`src/rtl/hazard_stall_ctrl_pkg.sv`:
```
// Shared definitions for the pipeline hazard controller.
//   REG_ZERO          : hard-wired zero register, never a hazard source
//   MDU_CLASS_*       : values of ex_mdu_is_div selecting the op class
//   mdu_state_e       : MDU busy-tracker FSM encoding
//   reg_hit()         : true when a producer register feeds a consumer operand
package hazard_stall_ctrl_pkg;

    localparam int unsigned REG_W = 5;

    localparam logic [REG_W-1:0] REG_ZERO = 5'd0;

    localparam logic MDU_CLASS_MUL = 1'b0;
    localparam logic MDU_CLASS_DIV = 1'b1;

    typedef enum logic {
        MDU_IDLE = 1'b0,
        MDU_BUSY = 1'b1
    } mdu_state_e;

    // Register 0 is constant, so a write to it never creates a dependency.
    function automatic logic reg_hit(input logic [REG_W-1:0] dst,
                                     input logic [REG_W-1:0] src);
        return (dst != REG_ZERO) && (dst == src);
    endfunction

endpackage

```
`src/rtl/hazard_stall_ctrl_mdu_busy_tracker.sv`:
```
// Tracks the multi-cycle multiply/divide unit occupancy.
//   clk, reset : core clock, synchronous active-high reset
//   start      : MDU op issued in EX this cycle (ignored while busy)
//   is_div     : qualifies start, selects divide vs multiply latency
//   busy       : an MDU op is in flight
//   last       : final busy cycle; the MDU frees at the next edge
module mdu_busy_tracker
    import hazard_stall_ctrl_pkg::*;
#(
    parameter int unsigned MULT_CYCLES = 4,
    parameter int unsigned DIV_CYCLES  = 32
) (
    input  logic clk,
    input  logic reset,
    input  logic start,
    input  logic is_div,
    output logic busy,
    output logic last
);

    localparam int unsigned MAX_CYC = (DIV_CYCLES > MULT_CYCLES) ? DIV_CYCLES : MULT_CYCLES;
    localparam int unsigned REM_W   = $clog2(MAX_CYC + 1);

    mdu_state_e       state_q, state_d;
    logic [REM_W-1:0] remaining_q, remaining_d;

    // State register
    always_ff @(posedge clk) begin
        if (reset) begin
            state_q     <= MDU_IDLE;
            remaining_q <= '0;
        end else begin
            state_q     <= state_d;
            remaining_q <= remaining_d;
        end
    end

    // Next state: the issue cycle itself counts as the first EX cycle,
    // so the down counter is loaded with latency-1.
    always_comb begin
        state_d     = state_q;
        remaining_d = remaining_q;
        case (state_q)
            MDU_IDLE: begin
                if (start) begin
                    state_d     = MDU_BUSY;
                    remaining_d = (is_div == MDU_CLASS_DIV) ? REM_W'(DIV_CYCLES - 1)
                                                            : REM_W'(MULT_CYCLES - 1);
                end
            end
            MDU_BUSY: begin
                remaining_d = remaining_q - REM_W'(1);
                if (remaining_q == REM_W'(1)) begin
                    state_d = MDU_IDLE;
                end
            end
            default: begin
                state_d     = MDU_IDLE;
                remaining_d = '0;
            end
        endcase
    end

    // Outputs
    always_comb begin
        busy = (state_q == MDU_BUSY);
        last = (state_q == MDU_BUSY) && (remaining_q == REM_W'(1));
    end

endmodule

```
`src/rtl/hazard_stall_ctrl.sv`:
```
// Pipeline hazard controller for the 5-stage core: drives pipeline-register
// enables/flushes and owns the MDU busy tracker and a stall counter.
//   inputs : ID operand info, EX/MEM producer info, MDU issue, exc_flush
//   pc_en, if_id_en                         : 0 = hold stage
//   if_id_flush, id_ex_flush, ex_mem_flush  : insert bubble
//   mdu_busy                                : MDU op in flight
//   stall_count                             : saturating count of stall cycles
module hazard_stall_ctrl
    import hazard_stall_ctrl_pkg::*;
#(
    parameter int unsigned MULT_CYCLES = 4,
    parameter int unsigned DIV_CYCLES  = 32,
    parameter int unsigned CNT_W       = 32
) (
    input  logic             clk,
    input  logic             reset,
    input  logic [4:0]       id_rs,
    input  logic [4:0]       id_rt,
    input  logic             id_uses_rt,
    input  logic             id_is_branch,
    input  logic             id_is_mdu,
    input  logic             id_br_taken,
    input  logic             ex_mem_read,
    input  logic             ex_reg_write,
    input  logic [4:0]       ex_dst,
    input  logic             mem_mem_read,
    input  logic [4:0]       mem_dst,
    input  logic             ex_mdu_start,
    input  logic             ex_mdu_is_div,
    input  logic             exc_flush,
    output logic             pc_en,
    output logic             if_id_en,
    output logic             if_id_flush,
    output logic             id_ex_flush,
    output logic             ex_mem_flush,
    output logic             mdu_busy,
    output logic [CNT_W-1:0] stall_count
);

    logic             mdu_last;
    logic             lu, brx, brm, mdh, stall;
    logic [CNT_W-1:0] stall_count_q, stall_count_d;

    mdu_busy_tracker #(
        .MULT_CYCLES (MULT_CYCLES),
        .DIV_CYCLES  (DIV_CYCLES)
    ) u_mdu_busy_tracker (
        .clk    (clk),
        .reset  (reset),
        .start  (ex_mdu_start),
        .is_div (ex_mdu_is_div),
        .busy   (mdu_busy),
        .last   (mdu_last)
    );

    // Hazard detection; exception redirect overrides every stall.
    always_comb begin
        lu    = ex_mem_read &
                (reg_hit(ex_dst, id_rs) | (id_uses_rt & reg_hit(ex_dst, id_rt)));
        brx   = id_is_branch & ex_reg_write &
                (reg_hit(ex_dst, id_rs) | reg_hit(ex_dst, id_rt));
        brm   = id_is_branch & mem_mem_read &
                (reg_hit(mem_dst, id_rs) | reg_hit(mem_dst, id_rt));
        // The final busy cycle already releases ID.
        mdh   = id_is_mdu & ((mdu_busy & ~mdu_last) | ex_mdu_start);
        stall = (lu | brx | brm | mdh) & ~exc_flush;
    end

    // Pipeline control; a taken branch is re-resolved once the stall clears.
    always_comb begin
        pc_en        = ~stall;
        if_id_en     = ~stall;
        id_ex_flush  = stall | exc_flush;
        if_id_flush  = exc_flush | (id_br_taken & ~stall);
        ex_mem_flush = exc_flush;
    end

    // Saturating stall counter
    always_comb begin
        stall_count_d = stall_count_q;
        if (stall && (stall_count_q != {CNT_W{1'b1}})) begin
            stall_count_d = stall_count_q + CNT_W'(1);
        end
    end

    always_ff @(posedge clk) begin
        if (reset) begin
            stall_count_q <= '0;
        end else begin
            stall_count_q <= stall_count_d;
        end
    end

    assign stall_count = stall_count_q;

endmodule
```
`config.mk`:
```
export PLATFORM = sky130hd
export DESIGN_NAME = hazard_stall_ctrl
export DESIGN_NICKNAME = d
export VERILOG_FILES = /design/src/rtl/hazard_stall_ctrl_pkg.sv /design/src/rtl/hazard_stall_ctrl_mdu_busy_tracker.sv /design/src/rtl/hazard_stall_ctrl.sv
export SDC_FILE = /design/constraint.sdc
export NUM_CORES = 1
export LEC_CHECK = 0
export CORE_MARGIN = 2
export CORE_UTILIZATION = 52
export DETAILED_ROUTE_END_ITERATION = 12
export PLACE_DENSITY_LB_ADDON = 0.15
export SLEW_MARGIN = 15
export SYNTH_ARGS = -nofsm -noshare
export SYNTH_HDL_FRONTEND = slang
export SYNTH_SLANG_ARGS = --single-unit
```
`constraint.sdc`:
```
create_clock -name clk -period 8.1 [get_ports clk]
set_clock_uncertainty 0.1 [all_clocks]
set_input_delay 1.62 -clock clk [delete_from_list [all_inputs] [get_ports clk]]
set_output_delay 1.62 -clock clk [all_outputs]
set_load 0.05 [all_outputs]
```
### Yosys cells after proc, flatten, opt, wreduce, memory -nomap -nowiden

Cells that the tools add are included.

| word-level totals | value |
|---|---|
| output and inout port bits | 38 |
| flip-flop bits (word level) | 39 |

| operators by class | value |
|---|---|
| reduce and logical (&&, ||, !) cells | 8 |
| add/subtract/negate cells | 2 |
| bitwise operators | 23 |
| equal/unequal tests | 7 |
| mux-type cells | 6 |

Operator list:

| cell | number |
|---|---|
| $add A32 B1 Y32 const B | 1 |
| $ne A32 B32 Y1 const B | 1 |
| $eq A5 B5 Y1 | 4 |
| $pmux W6 S2 | 1 |
| $and A1 B1 Y1 | 10 |
| $reduce_bool A5 Y1 | 2 |
| $or A1 B1 Y1 | 9 |
| $eq A6 B1 Y1 const B | 1 |
| $logic_and A1 B1 Y1 | 6 |
| $mux W6 | 1 |
| $sub A6 B1 Y6 const B | 1 |
| $mux W5 | 1 |
| $not A1 Y1 | 4 |
| $mux W1 | 2 |
| $ne A2 B2 Y1 const B | 1 |
| $pmux W1 S2 | 1 |

### Longest topological paths before layout

| depth | value |
|---|---|
| depth after elaboration | 12 |
| depth in mapped cells | 8 |

### Hierarchy

From an unflattened synthesis, not the netlist that was laid out.

| second synthesis, totals | value |
|---|---|
| cell total of the unflattened synthesis | 296 |
| area, all modules | 2542.4 sq um |

Modules (own cells, without submodules):

| module | cells an instance | times used | area each (sq um) |
|---|---|---|---|
| hazard_stall_ctrl | 256 | 1 | 2158.3 |
| mdu_busy_tracker | 40 | 1 | 384.1 |

### Least setup slack after synthesis

OpenSTA, ideal clock, no wires.

| timing | value |
|---|---|
| path kind | input port to output port |
| from | input port mem_dst[0] |
| to | output port pc_en |
| arrival time | 3.471 ns |
| slack | 2.909 ns |
| stages | 6 |
| path buffers | 2 |
| cells stage by stage | or3_1 -> o311a_1 -> a221oi_2 -> clkbuf_1 -> or2_2 -> buf_4 |

| on the way | value |
|---|---|
| longest elaborated chain between the ends | 8 |
| elaborated cells between the ends (all ways) | 11 |
| those cells by class | 2 x eq/ne; 6 x bitwise; 3 x reduce/logical |

RTL lines:

| what | RTL line | RTL |
|---|---|---|
| from (decl) | hazard_stall_ctrl.sv:27 | `input logic [4:0] mem_dst,` |
| $eq A5 B5 Y1 / $reduce_bool A5 Y1 (equally long branches) | hazard_stall_ctrl_pkg.sv:23 | `return (dst != REG_ZERO) && (dst == src);` |
| $logic_and A1 B1 Y1 | hazard_stall_ctrl_pkg.sv:23 |  |
| $or A1 B1 Y1 (*) | hazard_stall_ctrl.sv:63 | `(reg_hit(mem_dst, id_rs) \| reg_hit(mem_dst, id_rt));` |
| $and A1 B1 Y1 (*) | hazard_stall_ctrl.sv:62 | `brm = id_is_branch & mem_mem_read &` |
| $or A1 B1 Y1 (*) (2 in a row) | hazard_stall_ctrl.sv:66 | `stall = (lu \| brx \| brm \| mdh) & ~exc_flush;` |
| $and A1 B1 Y1 (*) | hazard_stall_ctrl.sv:66 |  |
| $not A1 Y1 (*) | n/a |  |
| to (decl) | hazard_stall_ctrl.sv:31 | `output logic pc_en,` |

Mark *: on every way between the ends. The rest lies on a longest branch, timed or not.

### Worst setup path after layout

| timing | value |
|---|---|
| from | input port mem_dst[0] |
| to | output port if_id_flush |

| on the way | value |
|---|---|
| longest elaborated chain between the ends | 10 |
| elaborated cells between the ends (all ways) | 13 |
| those cells by class | 2 x eq/ne; 8 x bitwise; 3 x reduce/logical |

RTL lines:

| what | RTL line | RTL |
|---|---|---|
| $eq A5 B5 Y1 / $reduce_bool A5 Y1 (equally long branches) | hazard_stall_ctrl_pkg.sv:23 |  |
| $logic_and A1 B1 Y1 | hazard_stall_ctrl_pkg.sv:23 |  |
| $or A1 B1 Y1 (*) | hazard_stall_ctrl.sv:63 |  |
| $and A1 B1 Y1 (*) | hazard_stall_ctrl.sv:62 |  |
| $or A1 B1 Y1 (*) (2 in a row) | hazard_stall_ctrl.sv:66 |  |
| $and A1 B1 Y1 (*) | hazard_stall_ctrl.sv:66 |  |
| $not A1 Y1 (*) | hazard_stall_ctrl.sv:74 | `if_id_flush = exc_flush \| (id_br_taken & ~stall);` |
| $and A1 B1 Y1 (*) | hazard_stall_ctrl.sv:74 |  |
| $or A1 B1 Y1 (*) | hazard_stall_ctrl.sv:74 |  |
| to (decl) | hazard_stall_ctrl.sv:33 | `output logic if_id_flush,` |

Marked as above.

==> run_results.csv <==
group,metric,value,unit
drt,ant_nets,0,
setup_path,worstSetupStartpointType,"input pin",
die,start_util,55.0,%
place,dpl_cell_area,3150,µm²
global_routing,grt_max_degree,46,
layout,drive_gt1_share,7.08,%
timing,rsz0062_at_grt,"no",
timing,min_period_over_period,75.7,%
drt,drt_pass1_iterations,4,
synth,syn_inst,305,
cts,post-cts-setup-buffers,0,
die,fp.dieW,72.5,µm
layout,fin_nets,401,
layout,num_antenna_cells,0,
cts,clock_latency,0.30,ns
place,port_buffers,69,
layout,layout_common_cells,"clkdlybuf4s50_1 (69), dfxtp_1 (39), a21oi_1 (33)",
hold_path,min_path_type,"register to register",
setup_path,cp_slowest_stage_delay,0.80,ns
setup_path,end_kind,"output port",
timing,fin_hold_ws,0.404,ns
global_routing,grt_remaining_overflow,0,
cts,cts.sinks,39,
timing,finalSetupTns,0,ns
synth,yosysSeqAreaShare,32.0,%
setup_path,path_common_cell,"clkdlybuf4s50_1",
setup_path,worstPathArrival,4.41,ns
setup_path,critPathBufInv,3,
timing,fmax,163,MHz
setup_path,worstPathRequired,6.38,ns
synth,syn_avg_cell_area,8.01,µm²
run_status,outcome,"finished, final reports clean",
layout,utilization,73.5,%
global_routing,grt_pass1_vias,2246,
cts,root_buffer,"clkbuf_8",
drt,wire_per_inst,14.5,µm
pwr,power.leakage,1.05,nW
synth,syn_nets,340,
global_routing,grt_pass1_wl,10100,µm
die,ioPinCount,70,
drt,num_vias,2512,
pwr,powerDensity,137,nW/µm²
job,maxCapViolCount,0,
setup_path,worstPathCellList,"clkdlybuf4s50_1 -> or3_1 -> o311a_1 -> a221oi_4 -> buf_4 -> a21o_1 -> clkdlybuf4s50_1",
drt,drc,0,
cts,cts_tree,"yes",
drt,wirelength,6090,µm
die,die_area,5260,µm²
timing,setup_viol,0,
setup_path,criticalPathCategory,"input pin to output port",
layout,syn_to_final_growth,33.7,%
layout,final_common_cell,"clkdlybuf4s50_1",
synth,synth_edf_count,0,
synth,async_reset_ff_share,0,%
place,gp_congestion,0.840,
place,placed_cells,411,
timing,finalCriticalPeriod,6.13,ns
cts,cts-resized-gates,0,
synth,ys_ff_latch,39,
global_routing,antenna_found_initial,0,
timing,relSlewSlack,40.8,%
synth,syn_area,2440,µm²
setup_path,crit_path_max_fanout,32,
synth,synth.distinct_cells,51,
synth,ys_warn_count,0,
synth,yosys_most_used_dff,"dfxtp_1",
die,core,4440,µm²
drt,vias_per_cell,6.00,
cts,cts_buffers,5,
drt,drt-initial-drc-count,219,
global_routing,grt_usage,23.6,%
timing,drv_slew,0,
setup_path,slowest_stage,"clkdlybuf4s50_1",
cts,hold_buffers,0,
setup_path,cpLargestDelayFamily,"buffers and inverters",
pwr,ir_worst_vdd,0.107,mV
timing,worst_slew_pin_slew,0.885,ns
layout,postLayoutCellArea,3270,µm²
die,die_h,72.5,µm
cts,cts.path.max_buffers,2,
cts,htreeDepth,2,
layout,fill_cells,339,
timing,finalHoldViolations,0,
layout,final_cells,419,
layout,multiInputGateArea,1580,µm²
place,hpwl,4360,µm
die,core.rowCount,24,
layout,regArea,781,µm²
cts,clkTransAtPathRegs,0.09,ns
flip-flops by register name, summed over array words and instances, names as in the netlist:
signal and cells:
stall_count 32, u_mdu_busy_tracker.busy 1, u_mdu_busy_tracker.remaining_q 6
cells in the mapped netlist, drive strengths merged (2+ instances only):
master | n | area [µm²]
nand2 | 19 | 71.3
nor2 | 13 | 48.8
xnor2 | 17 | 149
buf | 6 | 33.8
and4 | 2 | 17.5
a21oi | 33 | 165
xor2 | 3 | 26.3
nand2b | 5 | 31.3
a211oi | 2 | 15.0
nor3 | 6 | 30.0
nor2b | 6 | 37.5
or3 | 26 | 165
inv | 5 | 18.8
o22ai | 3 | 18.8
nand3b | 2 | 15.0
o31ai | 3 | 22.5
nor4 | 5 | 46.3
clkbuf | 12 | 45.0
or2 | 3 | 18.8
dfxtp | 39 | 781
ha | 3 | 37.5
nor4b | 2 | 17.5
and2 | 3 | 18.8
mux2i | 2 | 20.0
o21ai | 25 | 125
and3 | 4 | 26.3
nand3 | 14 | 70.1
mux2 | 5 | 56.3
nor3b | 4 | 35.0
nand4 | 10 | 77.6
or4 | 11 | 82.6
worst paths after layout:
path | startpoint | end | slack, ns | cells after the start
worst min-delay path | stall_count[15]$_SDFFE_PP0P_ | stall_count[15]$_SDFFE_PP0P_ | 0.40 | 2
worst min register to register | stall_count[15]$_SDFFE_PP0P_ | stall_count[15]$_SDFFE_PP0P_ | 0.40 | 2
worst max-delay path | mem_dst[0] | if_id_flush | 1.97 | 7
worst max register to register | stall_count[7]$_SDFFE_PP0P_ | stall_count[0]$_SDFFE_PP0P_ | 5.40 | 5
worst reg2reg max path: stages, from the launching register on:
cell and delay [ns]:
dfxtp_1 0.43, nand4_1 0.24, or4_1 0.58, or3_1 0.61, nor3b_2 0.28, mux2_1 0.35
cell type report:
class / count / area share [%]
flip-flops and latches: 39 / 23.9
multi-input cells: 243 / 48.2
clock inverters: 3 / 1.34
repair buffers: 72 / 21.8
inverters: 5 / 0.575
clock buffers: 5 / 2.11
well taps: 52 / 1.99
stage by stage:
| step | setup WS (ns) | power (W) |
|---|---|---|
| 3_3_place_gp | 2.01 | 0.000285 |
| 4_1_cts | 1.97 | 0.000451 |
| 6_report | 1.97 | 0.000448 |
| 2_1_floorplan | 2.91 | 0.000253 |
| 5_1_grt | 1.86 | 0.000464 |
| 3_5_place_dp | 1.97 | 0.000286 |
power breakdown:
group          leakage (nW)   total, W  internal (W)  switching, W
Sequential            0.316   0.000201      0.000196    0.00000570
Clock                0.0581   0.000165     0.0000918     0.0000735
Combinational         0.672  0.0000812     0.0000370     0.0000442
cells by family after synthesis:
kind of cell,synth area share (%)
AO/OA/AOI/OAI,18.0
XOR/XNOR,7.17
adder cells (fa/ha/maj),1.54
buffers and inverters,4.00
flip-flops,32.0
multiplexers,3.12
AND/OR/NAND/NOR,34.2
layer usage:
metal  global-route usage (%)  wire [µm]
met1                     32.4       2820
met2                     37.1       2860
met3                     4.58        365
met4                     8.23         34
met5                        0          0
(Power assumes the default switching activity.)
